**src/rtl/minesweeper_pkg.sv**
```systemverilog
// Shared definitions for the minesweeper datapath.
//   - default coordinate widths for the 16x16 board
//   - cover array encodings and the mine bit position in a board cell
//   - state encoding of the cascade-open engine (open_flood)
//   - apparent cell codes used by the top level when rendering the board
//   - neighbour direction offsets (0..7 = NW, N, NE, W, E, SW, S, SE)
package minesweeper_pkg;

  localparam int X_COORD_BITS = 4;
  localparam int Y_COORD_BITS = 4;

  // Board cell: bit 4 = mine, bits [3:0] = neighbour mine count.
  localparam int MINE_BIT = 4;

  // Cover cell: 00 hidden, 01 open, 1x flagged.
  localparam logic [1:0] COVER_HIDDEN = 2'b00;
  localparam logic [1:0] COVER_OPEN   = 2'b01;
  localparam logic [1:0] COVER_FLAG   = 2'b10;

  typedef enum logic [2:0] {
    IDLE,
    START,
    POP,
    NEIGH,
    DONE
  } flood_state_e;

  // What the player sees for a cell: counts 0..8 are shown as themselves.
  typedef enum logic [3:0] {
    CELL_N0, CELL_N1, CELL_N2, CELL_N3, CELL_N4,
    CELL_N5, CELL_N6, CELL_N7, CELL_N8,
    CELL_HIDDEN,
    CELL_FLAG,
    CELL_MINE,
    CELL_BOOM
  } cell_val_apparent_e;

  function automatic logic signed [1:0] dir_dx(input logic [2:0] dir);
    case (dir)
      3'd0, 3'd3, 3'd5: dir_dx = -2'sd1;
      3'd1, 3'd6:       dir_dx = 2'sd0;
      default:          dir_dx = 2'sd1;
    endcase
  endfunction

  function automatic logic signed [1:0] dir_dy(input logic [2:0] dir);
    case (dir)
      3'd0, 3'd1, 3'd2: dir_dy = -2'sd1;
      3'd3, 3'd4:       dir_dy = 2'sd0;
      default:          dir_dy = 2'sd1;
    endcase
  endfunction

endpackage

```
**src/rtl/coord_stack.sv**
```systemverilog
// LIFO of packed {y, x} coordinates for the flood walk.
// Ports:
//   clk, reset_n   clock, asynchronous active-low reset (pointer only)
//   clr            synchronous empty (game abort)
//   push/push_data write a new entry on top (dropped when full)
//   pop            discard the top entry (ignored when empty)
//   top            combinational view of the top entry
//   empty/full     occupancy flags
// A simultaneous push and pop replaces the top entry.
module coord_stack #(
  parameter int W     = 8,
  parameter int depth = 256
) (
  input  logic         clk,
  input  logic         reset_n,
  input  logic         clr,
  input  logic         push,
  input  logic [W-1:0] push_data,
  input  logic         pop,
  output logic [W-1:0] top,
  output logic         empty,
  output logic         full
);

  localparam int AW = (depth > 1) ? $clog2(depth) : 1;
  localparam int PW = $clog2(depth + 1);

  logic [W-1:0]  mem_q [depth];
  logic [PW-1:0] ptr_q, ptr_d;
  logic [AW-1:0] top_idx, wr_idx;
  logic          do_push, do_pop;

  assign empty   = (ptr_q == '0);
  assign full    = (ptr_q == PW'(depth));
  assign do_pop  = pop & ~empty;
  assign do_push = push & (~full | do_pop);

  // ptr_q counts entries, so the top lives one below it.
  assign top_idx = AW'(ptr_q - PW'(1));
  assign wr_idx  = do_pop ? top_idx : AW'(ptr_q);
  assign top     = mem_q[top_idx];

  always_comb begin
    ptr_d = ptr_q;
    if (clr) begin
      ptr_d = '0;
    end else if (do_push && !do_pop) begin
      ptr_d = ptr_q + PW'(1);
    end else if (do_pop && !do_push) begin
      ptr_d = ptr_q - PW'(1);
    end
  end

  always_ff @(posedge clk or negedge reset_n) begin
    if (!reset_n) begin
      ptr_q <= '0;
    end else begin
      ptr_q <= ptr_d;
    end
  end

  // Storage carries no reset; only entries below the pointer are meaningful.
  always_ff @(posedge clk) begin
    if (do_push && !clr) begin
      mem_q[wr_idx] <= push_data;
    end
  end

endmodule

```
**src/rtl/open_flood.sv**
```systemverilog
// Cascade-open engine for the minesweeper board.
// A single open request uncovers the target cell; if that cell has no
// neighbouring mines the connected zero region is walked with a coordinate
// stack and every reachable hidden, unflagged, non-mine cell is uncovered.
// Ports:
//   clk, reset_n          clock, asynchronous active-low reset
//   soft_clr              synchronous abort back to idle, stack emptied
//   req_open, req_x/y     one-cycle open request and its target
//   board_val, cover_val  board / cover cell at cur_x/cur_y (same cycle)
//   cur_x, cur_y          probe / open address, muxed onto the arrays while busy
//   cov_open              open strobe to the cover array
//   busy, done, hit_mine  status; hit_mine is meaningful with done
//   cells_opened          number of cov_open strobes in the last operation
//   overflow              sticky: a push was attempted with the stack full
module open_flood
  import minesweeper_pkg::*;
#(
  parameter int x_size       = 16,
  parameter int y_size       = 16,
  parameter int x_coord_bits = X_COORD_BITS,
  parameter int y_coord_bits = Y_COORD_BITS,
  parameter int stack_depth  = x_size * y_size
) (
  input  logic                                clk,
  input  logic                                reset_n,
  input  logic                                soft_clr,
  input  logic                                req_open,
  input  logic [x_coord_bits-1:0]             req_x,
  input  logic [y_coord_bits-1:0]             req_y,
  input  logic [4:0]                          board_val,
  input  logic [1:0]                          cover_val,
  output logic [x_coord_bits-1:0]             cur_x,
  output logic [y_coord_bits-1:0]             cur_y,
  output logic                                cov_open,
  output logic                                busy,
  output logic                                done,
  output logic                                hit_mine,
  output logic [x_coord_bits+y_coord_bits:0]  cells_opened,
  output logic                                overflow
);

  localparam int XB = x_coord_bits;
  localparam int YB = y_coord_bits;
  localparam int XE = XB + 1;
  localparam int YE = YB + 1;
  localparam int SW = XB + YB;
  localparam int CW = SW + 1;

  flood_state_e   state_q, state_d;
  logic [XB-1:0]  cx_q, cx_d;
  logic [YB-1:0]  cy_q, cy_d;
  logic [XB-1:0]  lastx_q;
  logic [YB-1:0]  lasty_q;
  logic [2:0]     dir_q, dir_d;
  logic           hit_q, hit_d;
  logic [CW-1:0]  cnt_q, cnt_d;
  logic           ovf_q, ovf_d;

  logic signed [XB:0] nx_s;
  logic signed [YB:0] ny_s;
  logic               nb_in_range;
  logic               push_req;

  logic          stk_push, stk_pop, stk_empty, stk_full;
  logic [SW-1:0] stk_wdata, stk_top;

  coord_stack #(
    .W     (SW),
    .depth (stack_depth)
  ) u_stack (
    .clk       (clk),
    .reset_n   (reset_n),
    .clr       (soft_clr),
    .push      (stk_push),
    .push_data (stk_wdata),
    .pop       (stk_pop),
    .top       (stk_top),
    .empty     (stk_empty),
    .full      (stk_full)
  );

  // Neighbour coordinate one bit wider than the board so that -1 shows up
  // as a negative value rather than wrapping onto the far edge.
  always_comb begin
    nx_s = $signed({1'b0, cx_q}) + XE'(dir_dx(dir_q));
    ny_s = $signed({1'b0, cy_q}) + YE'(dir_dy(dir_q));
    nb_in_range = !nx_s[XB] && (int'(nx_s) < x_size) &&
                  !ny_s[YB] && (int'(ny_s) < y_size);
  end

  always_comb begin
    state_d   = state_q;
    cx_d      = cx_q;
    cy_d      = cy_q;
    dir_d     = dir_q;
    hit_d     = hit_q;
    cnt_d     = cnt_q;
    ovf_d     = ovf_q;
    cur_x     = lastx_q;
    cur_y     = lasty_q;
    cov_open  = 1'b0;
    done      = 1'b0;
    push_req  = 1'b0;
    stk_pop   = 1'b0;
    stk_wdata = {cy_q, cx_q};

    case (state_q)
      IDLE: begin
        if (req_open) begin
          cx_d    = req_x;
          cy_d    = req_y;
          cnt_d   = '0;
          hit_d   = 1'b0;
          state_d = START;
        end
      end

      START: begin
        cur_x = cx_q;
        cur_y = cy_q;
        if (cover_val == COVER_HIDDEN) begin
          cov_open = 1'b1;
          if (board_val[MINE_BIT]) begin
            hit_d   = 1'b1;
            state_d = DONE;
          end else if (board_val[3:0] == 4'd0) begin
            push_req = 1'b1;
            state_d  = POP;
          end else begin
            state_d = DONE;
          end
        end else begin
          state_d = DONE;
        end
      end

      POP: begin
        if (stk_empty) begin
          state_d = DONE;
        end else begin
          {cy_d, cx_d} = stk_top;
          stk_pop      = 1'b1;
          dir_d        = 3'd0;
          state_d      = NEIGH;
        end
      end

      NEIGH: begin
        cur_x     = nx_s[XB-1:0];
        cur_y     = ny_s[YB-1:0];
        stk_wdata = {ny_s[YB-1:0], nx_s[XB-1:0]};
        // Opening at push time marks the cell, so it can never be pushed again.
        if (nb_in_range && (cover_val == COVER_HIDDEN) && !board_val[MINE_BIT]) begin
          cov_open = 1'b1;
          if (board_val[3:0] == 4'd0) begin
            push_req = 1'b1;
          end
        end
        dir_d = dir_q + 3'd1;
        if (dir_q == 3'd7) begin
          state_d = POP;
        end
      end

      DONE: begin
        done    = 1'b1;
        state_d = IDLE;
      end

      default: state_d = IDLE;
    endcase

    if (soft_clr) begin
      state_d  = IDLE;
      cov_open = 1'b0;
      done     = 1'b0;
      push_req = 1'b0;
      stk_pop  = 1'b0;
    end

    stk_push = push_req & ~stk_full;
    if (push_req && stk_full) begin
      ovf_d = 1'b1;
    end
    if (cov_open) begin
      cnt_d = cnt_q + CW'(1);
    end
  end

  always_ff @(posedge clk or negedge reset_n) begin
    if (!reset_n) begin
      state_q <= IDLE;
      cx_q    <= '0;
      cy_q    <= '0;
      lastx_q <= '0;
      lasty_q <= '0;
      dir_q   <= '0;
      hit_q   <= 1'b0;
      cnt_q   <= '0;
      ovf_q   <= 1'b0;
    end else begin
      state_q <= state_d;
      cx_q    <= cx_d;
      cy_q    <= cy_d;
      lastx_q <= cur_x;
      lasty_q <= cur_y;
      dir_q   <= dir_d;
      hit_q   <= hit_d;
      cnt_q   <= cnt_d;
      ovf_q   <= ovf_d;
    end
  end

  assign busy         = (state_q != IDLE);
  assign hit_mine     = hit_q;
  assign cells_opened = cnt_q;
  assign overflow     = ovf_q;

endmodule
```
**config.mk**
```make
export PLATFORM = sky130hd
export DESIGN_NAME = open_flood
export DESIGN_NICKNAME = d
export VERILOG_FILES = /design/src/rtl/minesweeper_pkg.sv /design/src/rtl/coord_stack.sv /design/src/rtl/open_flood.sv
export SDC_FILE = /design/constraint.sdc
export NUM_CORES = 2
export LEC_CHECK = 0
export CELL_PAD_IN_SITES_DETAIL_PLACEMENT = 1
export CELL_PAD_IN_SITES_GLOBAL_PLACEMENT = 2
export CORE_UTILIZATION = 35
export CTS_CLUSTER_SIZE = 14
export DETAILED_ROUTE_END_ITERATION = 8
export DONT_BUFFER_PORTS = 1
export PLACE_DENSITY = 0.7
export SYNTH_ARGS = -nofsm -noshare
export SYNTH_HDL_FRONTEND = slang
export SYNTH_SLANG_ARGS = --single-unit
```
**constraint.sdc**
```tcl
create_clock -name clk -period 15.9 [get_ports clk]
set_input_delay 1.59 -clock clk [delete_from_list [all_inputs] [get_ports clk]]
set_output_delay 1.59 -clock clk [all_outputs]
set_load 0.03 [all_outputs]
```
# == After elaboration in Yosys (flattened, before gate mapping) ==
# Memory sizes are Yosys's and may differ from the RTL's.
# Cells that the tools add are included.
# Widths: inputs -> output; s select.
# word_totals
in_bits,19
mem_bits_ro,0
latchBits,0
wordCells,128
memories,1
output_inout_bits,22
mem_bits_rw,2048
ff_bits,42
# mem_list
memory,words,word_bits,rd,rd_clocked_by_memory_dff,write_ports,line,text
u_stack.mem_q,256,8,1,0,1,coord_stack.sv:28,logic [W-1:0] mem_q [depth];
# classes
multipliers,0
muxes,49
eq_ne,18
n_div,0
n_bitwise,6
add_sub_neg,6
n_lt_le_gt_ge,2
shifts,0
n_reduce_logical,36
# ops
operator,count
$mux 9,6
$pmux 4 s2,4
$mux 3,8
$add 9x1->9 const B,2
$mux 1,18
$mux 4,4
$mux 8,2
$eq 3x3->1 const B,5
$eq 3x2->1 const B,4
$lt 5x6->1 const B,2
$pmux 3 s4,1
$add 5x2->5,2
$reduce_bool 2->1,5
$eq 9x9->1 const B,1
$logic_and 1x1->1,9
$logic_not 9->1,1
$sub 9x1->9 const B,1
$ne 2x2->1 const B,4
$pmux 2 s2,2
$eq 3x1->1 const B,2
$logic_not 1->1,6
$logic_not 3->1,2
$ne 3x3->1 const B,2
$pmux 1 s2,3
other kinds (13),21

# == Depth between registers and ports, before layout ==
# logic_depth
word_depth,20
ltp_mapped,21
depth_no_buf,17

# == Modules after synthesis ==
# Synthesis repeated with hierarchy kept, for this count alone.
# hier_totals
cells_unflattened,4348
hier_area_um2,83018.4
# modules_own_cells
module,cells_per_inst,area_each_um2,seq_area_each_um2,n_inst
coord_stack,4108,80796.2,61724.2,1
open_flood,240,2222.1,825.8,1

# == Worst setup path after synthesis ==
# Ideal clock, no wire load.
# synth_path
path_kind,register -> register
startpoint,reg dir_q[0]
endpoint,"mem u_stack.mem_q[0][1], data pin"
arrival_time_ns,11.930
path_buffers,0
required_ns,13.712
path_slack_ns,1.782
setup_ns,2.188
synth_period_minus_slack_ns,14.118
stages_incl_launch_ff,10
cell_sequence,dfrtp_1 -> inv_1 -> ha_1 -> nor2b_1 -> a211oi_1 -> nand2_1 -> ha_1 -> inv_1 -> fa_1 -> o21ai_0
# synth_between
elab_chain_cells,5
elab_cells_between_ends,10
classes_between,add/sub: 1; eq/ne: 4; mux: 2; reduce/logical: 3
# synth_lines
element,line,text
"start, declared",open_flood.sv:54,"logic [2:0] dir_q, dir_d;"
"start signal, assigned",open_flood.sv:207,dir_q <= dir_d;
$eq 3x2->1 (tied with other cells),minesweeper_pkg.sv:39,case (dir)
$reduce_or 3->1 / $reduce_or 2->1 (equally long branches),minesweeper_pkg.sv:39,
$pmux 2 s2 (*),minesweeper_pkg.sv:39,
$add 5x2->5 (*),open_flood.sv:85,"nx_s = $signed({1'b0, cx_q}) + XE'(dir_dx(dir_q));"
$mux 8 (*),open_flood.sv:107,case (state_q)
via stk_wdata[1],open_flood.sv:65,"logic [SW-1:0] stk_wdata, stk_top;"
"end, declared",coord_stack.sv:28,
# The timed path passes the listed nets; every way through them passes the cells marked *.

# == Worst setup path after layout ==
# layout_path
startpoint,reg u_stack.ptr_q[0]
endpoint,reg cy_q[0]
# layout_between
elab_chain_cells,4
elab_cells_between_ends,7
classes_between,add/sub: 1; eq/ne: 1; mux: 2; reduce/logical: 2; memory: 1
# layout_lines
element,line,text
"start, declared",coord_stack.sv:29,"logic [PW-1:0] ptr_q, ptr_d;"
"start signal, assigned",coord_stack.sv:58,ptr_q <= ptr_d;
$sub 9x1->9,coord_stack.sv:39,assign top_idx = AW'(ptr_q - PW'(1));
$mem_v2 256x8,--,
$mux 4,open_flood.sv:138,if (stk_empty) begin
$pmux 4 s2,open_flood.sv:107,
"end signal, assigned",open_flood.sv:204,cy_q <= cy_d;
"end, declared",open_flood.sv:51,"logic [YB-1:0] cy_q, cy_d;"
# Several ways; a longest one is shown, not always the timed one. The select of a mux whose other input is x is not followed.
# A chain may end at the register's enable or synchronous reset.

==> results.sh <==
export IMPL_fin_crit_sh_pct=43.4
export IMPL_gr_total_overflow=0
export IMPL_ys_async_sr_fraction_pct=2.01
export IMPL_drtIter0Drc=4791
export IMPL_core_sq_um=236000
export IMPL_reg2reg_from="u_stack.ptr_q[0]$_DFFE_PN0P_"
export IMPL_ir_worst_vdd_v=0.000124
export IMPL_synth_most_common_cell="edfxtp_1"
export IMPL_power_density_nw_per_um2=124
export IMPL_vias=44221
export IMPL_r2r_cells=12
export IMPL_ant_nets=0
export IMPL_syn_area_per_cell_sq_um=18.1
export IMPL_clk_latency_ns=0.88
export IMPL_hold_class="input port to async pin"
export IMPL_fp_dieH_um=489
export IMPL_place_inst=7551
export IMPL_yosysWarnings=0
export IMPL_r2r_setup_slack_ns=9.00
export IMPL_multiInputGateArea_sq_um=19100
export IMPL_routed_wl_mm=239
export IMPL_grt_pass1_vias=45380
export IMPL_synth_area_sq_um=83100
export IMPL_setup_viol=0
export IMPL_status="completed"
export IMPL_rows=178
export IMPL_slew_headroom_pct=15.2
export IMPL_antenna_found_initial=6
export IMPL_grt_pass1_wl_mm=340
export IMPL_cp_end_kind="register"
export IMPL_die_width_um=489
export IMPL_seq_area_sq_um=62600
export IMPL_drt_vias_per_instance=5.57
export IMPL_dieArea_sq_um=239000
export IMPL_drv_slew=0
export IMPL_ys_types=84
export IMPL_port_buffers=0
export IMPL_start_util_pct=35.3
export IMPL_ctsHoldBuffers=0
export IMPL_fmax_mhz=145
export IMPL_cts_buffers=209
export IMPL_synthesis_nets=4634
export IMPL_crit_start="u_stack.ptr_q[0]$_DFFE_PN0P_"
export IMPL_synthCells=4596
export IMPL_path_max_fanout=81
export IMPL_stdcell_count=7939
export IMPL_worst_slew_pin_slew_ns=1.27
export IMPL_ys_flop_type="edfxtp_1"
export IMPL_hold_viol=0
export IMPL_wl_per_cell_um=30.1
export IMPL_post_cts_repair_setup_buffers=0
export IMPL_drt_pass1_iterations=5
export IMPL_ys_seq_area_share_pct=75.3
export IMPL_synthTopCellsByCount="edfxtp_1, nand2_1, mux4_2"
export IMPL_syn_to_final_growth_pct=11.8
export IMPL_globalplace_congestion=0.794
export IMPL_finClkSkew_ns=0.0477
export IMPL_path_class="register to register"
export IMPL_path_clk_slew_ns=0.06
export IMPL_final_cell_area_sq_um=92900
export IMPL_fillCellCount=23066
export IMPL_hpwl_mm=140
export IMPL_place_area_sq_um=86400
export IMPL_grt_usage_pct=19.9
export IMPL_synth_seq_cells=2090
export IMPL_drive_above_1_share_pct=17.5
export IMPL_cts_tree="built"
export IMPL_cp_data_required_time_ns=16.69
export IMPL_ctsResizeCount=0
export IMPL_power_mw=11.5
export IMPL_drv_cap=0
export IMPL_synth_top_area_share_pct=74.0
export IMPL_synth_enable_flop_cells=2048
export IMPL_clock_path_buffers=3
export IMPL_htreeDepth=4
export IMPL_startpoint_type="register"
export IMPL_yosys_area_top_type="edfxtp_1"
export IMPL_drc_errors=0
export IMPL_nets=4650
export IMPL_io_pins=41
export IMPL_grt_max_degree=122
export IMPL_clockRootBuffer="clkbuf_16"
export IMPL_finalSetupTns_ns=0
export IMPL_clock_sinks=2090
export IMPL_critical_path_arrival_ns=7.70
export IMPL_layout_min_cycle_time_ns=6.90
export IMPL_total_leakage_power_nw=29.1
export IMPL_rr_endpoint="cy_q[0]$_DFFE_PN0P_"
export IMPL_ys_top_cells_by_area="edfxtp_1, mux4_2, nand2_1, mux2i_1, nor2_1"
export IMPL_rsz0062_at_grt="false"
## kinds of logic (layout without fill, tap and decap cells)
| family | Yosys count | count (layout) | synth area share (%) |
|---|---|---|---|
| other cells | 0 | 2 | 0 |
| buf+inv | 301 | 492 | 2.07 |
| simple gates | 1292 | 1292 | 6.49 |
| flops | 2090 | 2090 | 75.3 |
| mux | 540 | 540 | 12.7 |
| xor+xnor | 16 | 16 | 0.191 |
| compound gates | 338 | 338 | 2.93 |
| fa+ha+maj | 19 | 19 | 0.304 |
## cells in the final DEF (no fill, tap or decap), types with 9 or more instances in the layout
cell type  instances
a21o_1             9
a21oi_1           40
a31oi_1           67
a32o_1             9
a32oi_1           82
and3_1             9
buf_4             86
bufinv_16         12
clkbuf_1          50
clkbuf_16        211
clkinv_1          51
clkinv_2          39
dfrtp_1           41
edfxtp_1        2048
ha_1              16
inv_1             15
mux2i_1          117
mux4_2           410
nand2_1          667
nand2_2           10
nand3_1          210
nand4_1           21
nor2_1           306
nor3_1            11
nor4_1            12
o21ai_0           50
or3_1             11
xnor2_1           12
## worst max path at each step
stage | slack (ns) | end
final | 9.00 | cy_q[0]$_DFFE_PN0P_
after global placement | 8.99 | cy_q[2]$_DFFE_PN0P_
after detailed placement | 9.08 | cy_q[0]$_DFFE_PN0P_
after floorplan | 1.78 | u_stack.mem_q[0][1]$_DFFE_PP_
after global routing | 8.89 | cy_q[0]$_DFFE_PN0P_
after CTS | 9.06 | cy_q[0]$_DFFE_PN0P_
## metal layers
metal / vias to the layer above / track usage [%] / wire length (um)
met4: 2 / 5.43 / 5650
met3: 320 / 3.07 / 15600
met5: - / 0 / 13
li1: 18259 / - / -
met1: 24057 / 27.7 / 103000
met2: 1583 / 32.2 / 115000
## state kept, by name, indices dropped and copies added (netlist names), 4 cells and up
signal	count
u_stack.mem_q	2048
cells_opened	9
u_stack.ptr_q	9
cx_q	4
cy_q	4
lastx_q	4
lasty_q	4
## power breakdown
group	total, mW	switching (mW)	internal [mW]
registers	6.29	0.0157	6.28
logic	0.396	0.358	0.0384
clock network	4.79	2.13	2.66
total	11.5	2.50	8.97
## cell type report
| type | count | share of cell area [%] |
|---|---|---|
| well taps | 3150 | 4.24 |
| clock inverters | 120 | 1.11 |
| multi-input cells | 2205 | 20.5 |
| diodes | 2 | 0.00539 |
| clock buffers | 266 | 5.96 |
| inverters | 17 | 0.0741 |
| repair buffers | 89 | 0.759 |
| flip-flops and latches | 2090 | 67.3 |
## per-stage QoR
| stage | worst slack (ns) | hold slack [ns] | utilization, % |
|---|---|---|---|
| 2_1_floorplan | 1.78 | 0.499 | - |
| 3_3_place_gp | 8.99 | 0.548 | 36.6 |
| 3_5_place_dp | 9.08 | 0.574 | 36.6 |
| 6_report | 9.00 | 0.415 | 39.4 |
| 5_1_grt | 8.89 | 0.380 | 39.4 |
| 4_1_cts | 9.06 | 0.344 | 39.4 |
## critical path, stage by stage, from the launching register on
cell and delay [ns]:
dfrtp_4 0.94, inv_6 0.45, ha_4 0.72, buf_4 0.60, buf_12 0.48, buf_4 0.82
mux4_2 0.35, mux2i_1 0.10, a32o_1 0.30, a221oi_1 0.50, o22ai_1 0.15, nor4_1 0.78
o31a_1 0.24
No activity file was read; power rests on OpenSTA's default activity.
